### src/rtl/neperek_ctrl.sv
// -----------------------------------------------------------------------------
// neperek_ctrl
//
// Two-requester front end for a serial sequence detector. A round-robin arbiter
// accepts one W-bit word at a time, shifts it MSB first onto INP (one bit per
// cycle), waits one drain cycle to pick up the lagging Moore flag, then holds
// a result (requester index, Moore and Mealy detection counts) until the
// consumer takes it.
//
// Ports
//   clk            rising-edge clock
//   nres           asynchronous active-low reset
//   req0_valid     requester 0 has a word pending
//   req0_data      requester 0 word (W bits, shifted MSB first)
//   req0_ready     requester 0 word accepted this cycle (with req0_valid)
//   req1_valid     requester 1 has a word pending
//   req1_data      requester 1 word
//   req1_ready     requester 1 word accepted this cycle (with req1_valid)
//   INP            serial bit to the detector
//   OUT_MOORE      Moore detect flag from the detector
//   OUT_MEALY      Mealy detect flag from the detector
//   res_valid      result available
//   res_id         requester index of the result
//   res_moore_cnt  saturating Moore detection count for the word
//   res_mealy_cnt  saturating Mealy detection count for the word
//   res_ready      result consumer accepts (with res_valid)
//   busy           high whenever the controller is not idle
// -----------------------------------------------------------------------------
module neperek_ctrl #(
  parameter int W  = 8,
  parameter int CW = 4
) (
  input  logic          clk,
  input  logic          nres,
  input  logic          req0_valid,
  input  logic [W-1:0]  req0_data,
  output logic          req0_ready,
  input  logic          req1_valid,
  input  logic [W-1:0]  req1_data,
  output logic          req1_ready,
  output logic          INP,
  input  logic          OUT_MOORE,
  input  logic          OUT_MEALY,
  output logic          res_valid,
  output logic          res_id,
  output logic [CW-1:0] res_moore_cnt,
  output logic [CW-1:0] res_mealy_cnt,
  input  logic          res_ready,
  output logic          busy
);

  localparam int            BW       = (W > 1) ? $clog2(W) : 1;
  localparam logic [BW-1:0] LAST_BIT = BW'(W - 1);
  localparam logic [CW-1:0] CNT_MAX  = {CW{1'b1}};

  typedef enum logic [1:0] {
    ST_IDLE   = 2'd0,
    ST_SHIFT  = 2'd1,
    ST_DRAIN  = 2'd2,
    ST_REPORT = 2'd3
  } state_t;

  state_t        state_r;
  state_t        state_s;
  logic [W-1:0]  shift_r;
  logic [BW-1:0] bit_r;
  logic [CW-1:0] moore_r;
  logic [CW-1:0] mealy_r;
  logic          id_r;
  logic          last_grant_r;
  logic          grant_s;
  logic          accept_s;

  // Saturating increment: the counter sticks at all-ones instead of wrapping.
  function automatic logic [CW-1:0] sat_inc(input logic [CW-1:0] v);
    if (v == CNT_MAX) begin
      return v;
    end else begin
      return v + CW'(1);
    end
  endfunction

  // Round-robin arbiter: a lone requester wins; on a tie the requester that
  // was not granted last wins.
  always_comb begin
    grant_s = 1'b0;
    if (req0_valid && req1_valid) begin
      grant_s = ~last_grant_r;
    end else if (req1_valid) begin
      grant_s = 1'b1;
    end else begin
      grant_s = 1'b0;
    end
  end

  // A word is taken only from IDLE, and only when somebody is asking.
  always_comb begin
    accept_s = 1'b0;
    if (state_r == ST_IDLE) begin
      accept_s = req0_valid | req1_valid;
    end else begin
      accept_s = 1'b0;
    end
  end

  // FSM state register.
  always_ff @(posedge clk or negedge nres) begin
    if (!nres) begin
      state_r <= ST_IDLE;
    end else begin
      state_r <= state_s;
    end
  end

  // FSM next-state logic.
  always_comb begin
    state_s = state_r;
    case (state_r)
      ST_IDLE: begin
        if (accept_s) begin
          state_s = ST_SHIFT;
        end else begin
          state_s = ST_IDLE;
        end
      end
      ST_SHIFT: begin
        if (bit_r == LAST_BIT) begin
          state_s = ST_DRAIN;
        end else begin
          state_s = ST_SHIFT;
        end
      end
      ST_DRAIN: begin
        state_s = ST_REPORT;
      end
      ST_REPORT: begin
        // res_valid is high throughout REPORT, so res_ready alone completes it.
        if (res_ready) begin
          state_s = ST_IDLE;
        end else begin
          state_s = ST_REPORT;
        end
      end
      default: begin
        state_s = ST_IDLE;
      end
    endcase
  end

  // FSM outputs. Ready is forced low while nres is asserted so that no
  // handshake can appear during reset even though the state already reads
  // IDLE.
  always_comb begin
    req0_ready = 1'b0;
    req1_ready = 1'b0;
    if (nres && accept_s) begin
      req0_ready = ~grant_s;
      req1_ready = grant_s;
    end else begin
      req0_ready = 1'b0;
      req1_ready = 1'b0;
    end
    busy      = (state_r != ST_IDLE);
    res_valid = (state_r == ST_REPORT);
  end

  // Word capture and MSB-first shifter. Zeros are shifted in, so after W
  // shifts the register is empty and INP is naturally 0 in DRAIN, REPORT and
  // IDLE without extra gating.
  always_ff @(posedge clk or negedge nres) begin
    if (!nres) begin
      shift_r      <= '0;
      bit_r        <= '0;
      id_r         <= 1'b0;
      last_grant_r <= 1'b1;
    end else begin
      case (state_r)
        ST_IDLE: begin
          if (accept_s) begin
            shift_r      <= grant_s ? req1_data : req0_data;
            bit_r        <= '0;
            id_r         <= grant_s;
            last_grant_r <= grant_s;
          end else begin
            shift_r <= shift_r;
          end
        end
        ST_SHIFT: begin
          shift_r <= shift_r << 1;
          bit_r   <= bit_r + BW'(1);
        end
        default: begin
          shift_r <= shift_r;
        end
      endcase
    end
  end

  // Detection counters. The Moore flag lags its bit by one cycle, so it is
  // ignored on bit 0 (it belongs to the previous word) and sampled once more
  // in DRAIN for the last bit.
  always_ff @(posedge clk or negedge nres) begin
    if (!nres) begin
      moore_r <= '0;
      mealy_r <= '0;
    end else begin
      case (state_r)
        ST_IDLE: begin
          if (accept_s) begin
            moore_r <= '0;
            mealy_r <= '0;
          end else begin
            moore_r <= moore_r;
          end
        end
        ST_SHIFT: begin
          if (OUT_MEALY) begin
            mealy_r <= sat_inc(mealy_r);
          end else begin
            mealy_r <= mealy_r;
          end
          if (OUT_MOORE && (bit_r != '0)) begin
            moore_r <= sat_inc(moore_r);
          end else begin
            moore_r <= moore_r;
          end
        end
        ST_DRAIN: begin
          if (OUT_MOORE) begin
            moore_r <= sat_inc(moore_r);
          end else begin
            moore_r <= moore_r;
          end
        end
        default: begin
          moore_r <= moore_r;
        end
      endcase
    end
  end

  assign INP           = shift_r[W-1];
  assign res_id        = id_r;
  assign res_moore_cnt = moore_r;
  assign res_mealy_cnt = mealy_r;

endmodule

### config.mk
export PLATFORM = sky130hd
export DESIGN_NAME = neperek_ctrl
export DESIGN_NICKNAME = d
export VERILOG_FILES = /design/src/rtl/neperek_ctrl.sv
export SDC_FILE = /design/constraint.sdc
export NUM_CORES = 1
export LEC_CHECK = 0
export CAP_MARGIN = 10
export CORE_UTILIZATION = 35
export DETAILED_ROUTE_END_ITERATION = 6
export HOLD_SLACK_MARGIN = 0.02
export PLACE_DENSITY = 0.64
export SYNTH_ARGS = -nofsm -noshare
export SYNTH_HDL_FRONTEND = slang
export SYNTH_SLANG_ARGS = --single-unit
### constraint.sdc
create_clock -name clk -period 2.7 [get_ports clk]
set_clock_uncertainty 0.1 [all_clocks]
set_input_delay 0.405 -clock clk [delete_from_list [all_inputs] [get_ports clk]]
set_output_delay 0.405 -clock clk [all_outputs]
set_load 0.03 [all_outputs]
## After elaboration in Yosys (flattened, before gate mapping)

Index checks and enable logic that the tools add are counted.
W data, S select, Z words.

| cells by class | value |
|---|---|
| $add $sub $neg | 3 |
| multipliers | 0 |
| div/mod/pow operators | 0 |
| magnitude comparators | 0 |
| eq/ne operators | 11 |
| shift-type cells | 0 |
| multiplexer cells | 22 |
| bitwise operators | 3 |
| reduce and logical (&&, ||, !) cells | 12 |

Operators by type and width:

| operator | count |
|---|---|
| $mux W4 | 6 |
| $mux W8 | 2 |
| $pmux W8 S2 | 1 |
| $pmux W4 S3 | 1 |
| $ne A2 B2 Y1 const B | 5 |
| $add A4 B1 Y4 const B | 2 |
| $eq A4 B4 Y1 const B | 2 |
| $pmux W2 S4 | 1 |
| $pmux W4 S2 | 1 |
| $reduce_and A4 Y1 | 2 |
| $mux W1 | 6 |
| $pmux W3 S2 | 1 |
| $reduce_bool A3 Y1 | 2 |
| $eq A2 B2 Y1 const B | 2 |
| $mux W2 | 2 |
| $reduce_and A2 Y1 | 2 |
| $reduce_bool A2 Y1 | 2 |
| $add A3 B1 Y3 const B | 1 |
| $eq A3 B3 Y1 const B | 1 |
| $logic_and A1 B1 Y1 | 3 |
| $mux W3 | 1 |
| $eq A2 B1 Y1 const B | 1 |
| $logic_not A2 Y1 | 1 |
| $not A1 Y1 | 2 |
| $or A1 B1 Y1 | 1 |

| word-level totals | value |
|---|---|
| register bits | 23 |
| latch bits | 0 |
| memory bits (writable) | 0 |
| bits in read-only memories | 0 |
| input port bits | 23 |
| output and inout port bits | 14 |
| logic and storage cells | 58 |
| memories | 0 |

## Depth between registers and ports, before layout

Gate-level depths: netlist (run 1).

| depth | value |
|---|---|
| word-level depth | 5 |
| mapped depth | 7 |

## Worst setup path before layout (run 1)

OpenSTA, ideal clock, no wires.

| timing | value |
|---|---|
| kind | register to output |
| start point | reg state_r[0] |
| end point | out req0_ready |
| arrival time | 1.552 ns |
| setup slack | 0.643 ns |
| stages on the path, launching flop included | 6 |
| path buffers | 1 |
| path through | dfrtp_1 -> inv_1 -> ha_1 -> clkbuf_1 -> nand3_1 -> a21oi_1 |

| between the ends | value |
|---|---|
| longest elaborated chain between the ends | 4 |

RTL lines:

| what | RTL line | source |
|---|---|---|
| start: declaration | 63 | `state_t state_r;` |
| start signal: assignment | 111 | `state_r <= state_s;` |
| $logic_not A2 Y1 | 99 | `if (state_r == ST_IDLE) begin` |
| $mux W1 | 99 |  |
| $logic_and A1 B1 Y1 | 156 | `if (nres && accept_s) begin` |
| $mux W1 | 156 |  |
| end: declaration | 37 | `output logic req0_ready,` |

No other way between the ends.

## Worst setup path in the final report (run 1)

| timing | value |
|---|---|
| start point | reg state_r[0] |
| end point | out busy |

| between the ends | value |
|---|---|
| longest elaborated chain between the ends | 1 |

RTL lines:

| what | RTL line | source |
|---|---|---|
| $reduce_bool A2 Y1 | 163 | `busy = (state_r != ST_IDLE);` |
| end: declaration | 49 | `output logic busy` |

No other way between the ends.

==> summary.txt, run 1 <==
Clock tree
  • CTS Hold Buffers Added: 0
  • Worst-Skew Late Latency: 0.26 ns
  • CTS buffer count: 3
  • Clock sink total: 23
  • Root Driver: clkbuf_8
  • H-tree depth: 1
  • Clock-pin slew on the worst setup and hold paths: 0.08 ns
  • Setup Fix Bufs, Post-CTS: 0
  • # resized after CTS: 0
  • Clk buf depth: 2
  • CTS tree: yes

Logic synthesis
  • Mapped Nets: roughly 170
  • Synth Flop Type: dfrtp_1
  • Sequential share of the synthesized area: 42.1%
  • Asr flop ratio synth: 100%
  • Top cells by area, synth: dfrtp_1 (40%), ha_1 (10%), mux2i_1 (5.8%), mux2_2 (4.1%), a21oi_1 (3.6%)
  • Synthesized area: ~0.0014 mm²
  • Most frequent cells after synthesis: dfrtp_1 (22), ha_1 (11), a21oi_1 (10)
  • Synth area leader: dfrtp_1
  • Cells after Synth: between 100 and 150
  • Synth cell types: 36
  • Synth Warn #: 0
  • Syn avg cell area: 10.2 µm²
  • Most common cell in the netlist: dfrtp_1
  • FF+latch count, synth: 23
  • Post-synth EDFFs: 0
  • Top cell type's share of synthesized area: 40.1%

Run status
  • Status: finished clean

Critical path
  • Startpoint Class: flop
  • WS Path Type: flop to output pin
  • Arrival time worst endpoint: 1.91 ns
  • CP Capture Type: output pin
  • Critical Path RT: 2.19 ns
  • Peak fanout along the critical path: 14

Timing
  • Fin crit share: 89.4%
  • Fmax achieved: 414 MHz
  • Worst-Margin Slew: 0.542 ns
  • Final hold vios: 0
  • Final WS setup: 0.287 ns
  • Unrepaired setup endpoints after global routing: false
  • Slew HR: 63.9%
  • Final setup vio count: 0
  • Slew Viols, Final: 0
  • Setup TNS Final: 0 ns
  • Minimum clock period: 2.41 ns

Placement
  • Worst slack at placement: 0.415 ns
  • HPWL Detailed: 2280 µm
  • Port Buffers: 36
  • Placed insts: 217
  • Placer Congestion: 0.749

Drt
  • First-pass detailed-route iteration total: 4
  • Antenna-violating nets left: 0
  • DRC Markers: 0
  • Met3 wire len: 155 µm
  • Wirelength per Cell: 13.3 µm
  • WL met1: 1270 µm
  • Total routed wirelength: 2940 µm
  • Via/cell ratio: approximately 5.2
  • Via count: 1158
  • Iteration-0 DRC Markers: 17
  • Metal2 WL: 1500 µm
  • Top Layer Used: met4

GRT
  • Vias in the first global route: roughly 1.2k
  • First-pass GRT wire length: 5110 µm
  • Tot GR Track Use: 15.6%
  • GR Overflow Total: 0
  • Largest net degree at the start of global routing: 19
  • Initial antenna violation count: 0

Floorplan
  • Die Height: 64.6 µm
  • Top Ports: 37
  • Core area: 0.00372 mm²
  • DIE AREA: 0.00417 mm²
  • Std-Cell Rows: 22
  • Chip width: 64.6 µm
  • Initial Util: 36.9%

Cells and area
  • Area Overhead vs Synth: 32.5%
  • Final nets: 208
  • Combined area of the multi-input logic cells: 729 µm²
  • Util after Layout: 48.9%
  • Reg area: 577 µm²
  • Fillers: 378
  • Finished Layout Cells: 221
  • Layout cells sized above 1: 11.0%
  • N_diodes: 0

Power and ir drop
  • Pwr dens: 989 mW/mm²
  • Leakage: 0.000797 µW
  • Combinational power share: approximately 54%
  • Switching Fraction: 43.0%
  • Register share of total power: 34.3%
  • P_int: 1020 µW
  • Maximum VDD drop: ~340 µV
  • Power share of the clock group: a little under an eighth
  • Psw: 772 µW

Job
  • Max-Cap Viols: 0

Hold path
  • Worst min path class: input pin to async pin
==> state kept, by name, indices dropped and copies added, names as in the netlist <==
signal / count
shift_r: 8
bit_r: 3
res_moore_cnt: 4
res_mealy_cnt: 4
res_id: 1
state_r: 2
last_grant_r: 1
==> worst paths after layout <==
check                           start                to  slack [ns]  cells after the start
setup / recovery           state_r[0]              busy        0.29                      4
hold / removal                   nres        shift_r[3]        0.31                      1
setup reg to reg           state_r[0]  res_moore_cnt[0]        0.42                      6
hold reg to reg                res_id            res_id        0.41                      1
max in group asynchronous        nres      last_grant_r        1.57                      2
min in group clk               res_id            res_id        0.41                      1
==> power groups by stage <==
stage / logic [µW] / clock network, µW / registers (µW)
6_report: 966 / 214 / 617
5_1_grt: 1080 / 236 / 641
4_1_cts: 975 / 225 / 617
3_5_place_dp: 971 / 0 / 623
3_3_place_gp: 944 / 0 / 616
2_1_floorplan: 573 / 0 / 702
==> logic make-up (layout without fill, tap and decap cells) <==
group           after synthesis  after routing  synth area share, %
compound gates               38             38                 18.2
simple gates                 37             37                 15.0
flops                        23             23                 42.1
mux                          13             13                 9.95
buf+inv                      13             51                 4.74
fa+ha+maj                    11             11                 10.0
==> per-layer routing <==
metal / global-route usage, % / up-vias
li1: - / 572
met4: 5.83 / 0
met1: 17.4 / 549
met3: 2.82 / 2
met5: 0 / -
met2: 29.1 / 35
==> through the flow <==
stage,hold WS [ns],total power (µW),area (µm²)
2_1_floorplan,0.00941,1280,1370
3_3_place_gp,0.396,1560,1770
3_5_place_dp,0.399,1590,1770
4_1_cts,0.311,1820,1820
5_1_grt,0.317,1950,1820
6_report,0.307,1800,1820
==> worst max-delay path, stage by stage (launching register included) <==
cell and delay [ns]:
dfrtp_1 0.43, inv_1 0.12, ha_1 0.42, inv_1 0.08
clkdlybuf4s50_1 0.60
==> layout make-up <==
type / count / share of cell area [%]
Clock buffer: 3 / 2.27
Clock inverter: 1 / 0.275
Inverter: 9 / 1.86
Multi-Input combinational cell: 99 / 40.2
Sequential cell: 23 / 31.7
Tap cell: 48 / 3.31
Timing Repair Buffer: 38 / 20.4
==> cell usage in the layout, fill, tap and decap left out, drive strengths merged <==
| cell type | Yosys | final |
|---|---|---|
| clkdlybuf4s50 | 0 | 34 |
| dfrtp | 22 | 22 |
| ha | 11 | 11 |
| a21oi | 10 | 10 |
| inv | 9 | 9 |
| mux2i | 8 | 8 |
| nand2 | 8 | 8 |
| nor2 | 7 | 7 |
| o22ai | 7 | 7 |
| nand3 | 6 | 6 |
| o21ai | 6 | 6 |
| mux2 | 5 | 5 |
| nor2b | 4 | 4 |
| a22o | 4 | 4 |
| buf | 3 | 4 |
| nor3 | 3 | 3 |
| a31oi | 3 | 3 |
| clkbuf | 1 | 3 |
| a211oi | 3 | 3 |
| a32o | 2 | 2 |
| and4 | 2 | 2 |
| and2 | 2 | 2 |
| a2111oi | 1 | 1 |
| a221oi | 1 | 1 |
| or3b | 1 | 1 |
| nor3b | 1 | 1 |
| and3 | 1 | 1 |
| nand3b | 1 | 1 |
| nand4 | 1 | 1 |
| a21o | 1 | 1 |
| clkinv | 0 | 1 |
| dfstp | 1 | 1 |
(Power assumes the default switching activity.)
==> inputs of run 2 (changes only) <==
==> constraint.sdc (replaced) <==
create_clock -name clk -period 2.4 [get_ports clk]
set_clock_uncertainty 0.1 [all_clocks]
set_input_delay 0.36 -clock clk [delete_from_list [all_inputs] [get_ports clk]]
set_output_delay 0.36 -clock clk [all_outputs]
set_load 0.03 [all_outputs]
==> summary.txt, run 2 (synthesized netlist as in run 1, its figures left out) <==
Run status
  • Status: finished clean

Placement
  • Worst slack at placement: about 0.16 ns
  • Placer Congestion: 0.790
  • Placed inst area: 0.00180 mm²
  • HPWL Detailed: around 2500 µm
  • Port Buffers: 36

Drt
  • Via count: 1169
  • DRC Markers: 0
  • Via/cell ratio: roughly 5.2
  • Iteration-0 DRC Markers: 35
  • Wirelength per Cell: around 14 µm
  • Total routed wirelength: 3100 µm
  • Antenna-violating nets left: 0
  • First-pass detailed-route iteration total: 4

Timing
  • Setup TNS Final: 0 ns
  • Worst-Margin Slew: 0.529 ns
  • Minimum clock period: 2.21 ns
  • Slew HR: between 60 and 70%
  • Final WS setup: 0.193 ns
  • Unrepaired setup endpoints after global routing: false
  • Final hold vios: 0
  • Slew Viols, Final: 0
  • Final setup vio count: 0
  • Fmax achieved: 453 MHz
  • Fin crit share: 92.0%
  • Hold Slack: approximately 0.40 ns

Job
  • Max-Cap Viols: 0

Clock tree
  • CTS Hold Buffers Added: 0
  • Root Driver: clkbuf_8
  • CTS tree: yes
  • Setup Fix Bufs, Post-CTS: 0
  • Clk buf depth: 2
  • Clock-pin slew on the worst setup and hold paths: 0.09 ns
  • Worst-Skew Late Latency: 0.27 ns
  • Clock sink total: 23
  • CTS buffer count: 3
  • H-tree depth: 1

Power and ir drop
  • Leakage: 0.000818 µW
  • Switching Fraction: roughly 43%
  • Psw: just under 900 µW
  • Power share of the clock group: 12.2%
  • P_int: 1170 µW
  • Total Power: 2050 µW
  • Combinational power share: a little over half
  • Register share of total power: 33.7%
  • Pwr dens: about 1100 mW/mm²
  • Maximum VDD drop: roughly 410 µV

Floorplan
  • Chip width: 64.6 µm
  • Std-Cell Rows: 22
  • Initial Util: 36.9%
  • Core area: 0.00372 mm²
  • DIE AREA: roughly 0.0042 mm²
  • Die Height: approximately 65 µm
  • Top Ports: 37

Critical path
  • Startpoint Class: flop
  • CP Capture Type: output pin
  • WS Path Type: flop to output pin
  • Peak fanout along the critical path: 8
  • Arrival time worst endpoint: ~1.8 ns
  • Critical Path RT: between 1.5 and 2 ns

Hold path
  • Worst min path class: input pin to async pin

Cells and area
  • Top reg by flops: shift_r
  • Layout cells sized above 1: 13.0%
  • Fillers: 373
  • Largest register FFs: 8
  • Reg area: 577 µm²
  • Area Overhead vs Synth: 34.6%
  • Most common cell after layout, fill and taps aside: clkdlybuf4s50_1
  • Commonest cells after routing, fill and taps aside: clkdlybuf4s50_1 (33), dfrtp_1 (22), ha_1 (11), a21oi_1 (10), inv_1 (9)
  • Final instance area: 0.00185 mm²
  • Combined area of the multi-input logic cells: 729 µm²
  • N_diodes: 0
  • Final nets: 212

GRT
  • Tot GR Track Use: between 10% and 20%
  • Largest net degree at the start of global routing: 15
  • Initial antenna violation count: 0
  • GR Overflow Total: 0
  • Vias in the first global route: 1201
  • First-pass GRT wire length: 5290 µm
[run 2: cell type report]
type                            count  share of cell area (%)
Clock inverter                      1                   0.271
Clock buffer                        3                    2.24
Timing Repair Buffer               42                    21.6
Sequential cell                    23                    31.3
Multi-Input combinational cell     99                    39.5
Tap cell                           48                    3.25
Inverter                            9                    1.83
[run 2: power by group through the flow]
stage                     Sequential, µW  Combinational [µW]  Clock [µW]
after floorplan                      790                 645           0
final                                693                1110         251
after detailed placement             699                1130           0
after global routing                 722                1230         274
after global placement               690                1090           0
after CTS                            694                1120         255
[run 2: final timing paths]
check                      startpoint          endpoint  slack, ns  depth (start not counted)
min in group clk               res_id            res_id       0.42                          1
setup / recovery           state_r[1]        req0_ready       0.19                          6
hold / removal                   nres        shift_r[3]       0.40                          2
max in group asynchronous        nres      last_grant_r       1.53                          2
setup reg to reg           state_r[1]  res_mealy_cnt[1]       0.22                          6
hold reg to reg                res_id            res_id       0.42                          1
[run 2: what timing repair did]
| action | CTS | global route |
|---|---|---|
| gates resized for setup | 1 | 0 |
| endpoints found under the hold margin | 0 | 0 |
| setup endpoints to repair | 1 | 0 |
[run 2: worst max-delay path, cell delays in order, from the launching register on]
cell and delay (ns):
dfrtp_1 0.43, inv_1 0.12, ha_1 0.33, buf_4 0.20
nand3_1 0.08, a21oi_1 0.13, buf_4 0.18
[run 2: stage by stage]
| stage | util (%) | instances |
|---|---|---|
| floorplan | - | 135 |
| global placement | 48.5 | 221 |
| detailed placement | 48.5 | 221 |
| CTS | 49.7 | 225 |
| global route | 49.7 | 225 |
| finish | 49.7 | 225 |
[run 2: routing by layer]
| layer | part of all wire [%] | GRT usage, % | vias to the layer above |
|---|---|---|---|
| met3 | 3.2 | 2.29 | 4 |
| li1 | - | - | 581 |
| met2 | 52 | 30.7 | 28 |
| met5 | 0 | 0 | - |
| met1 | 43 | 19.1 | 556 |
| met4 | 1.4 | 5.00 | 0 |
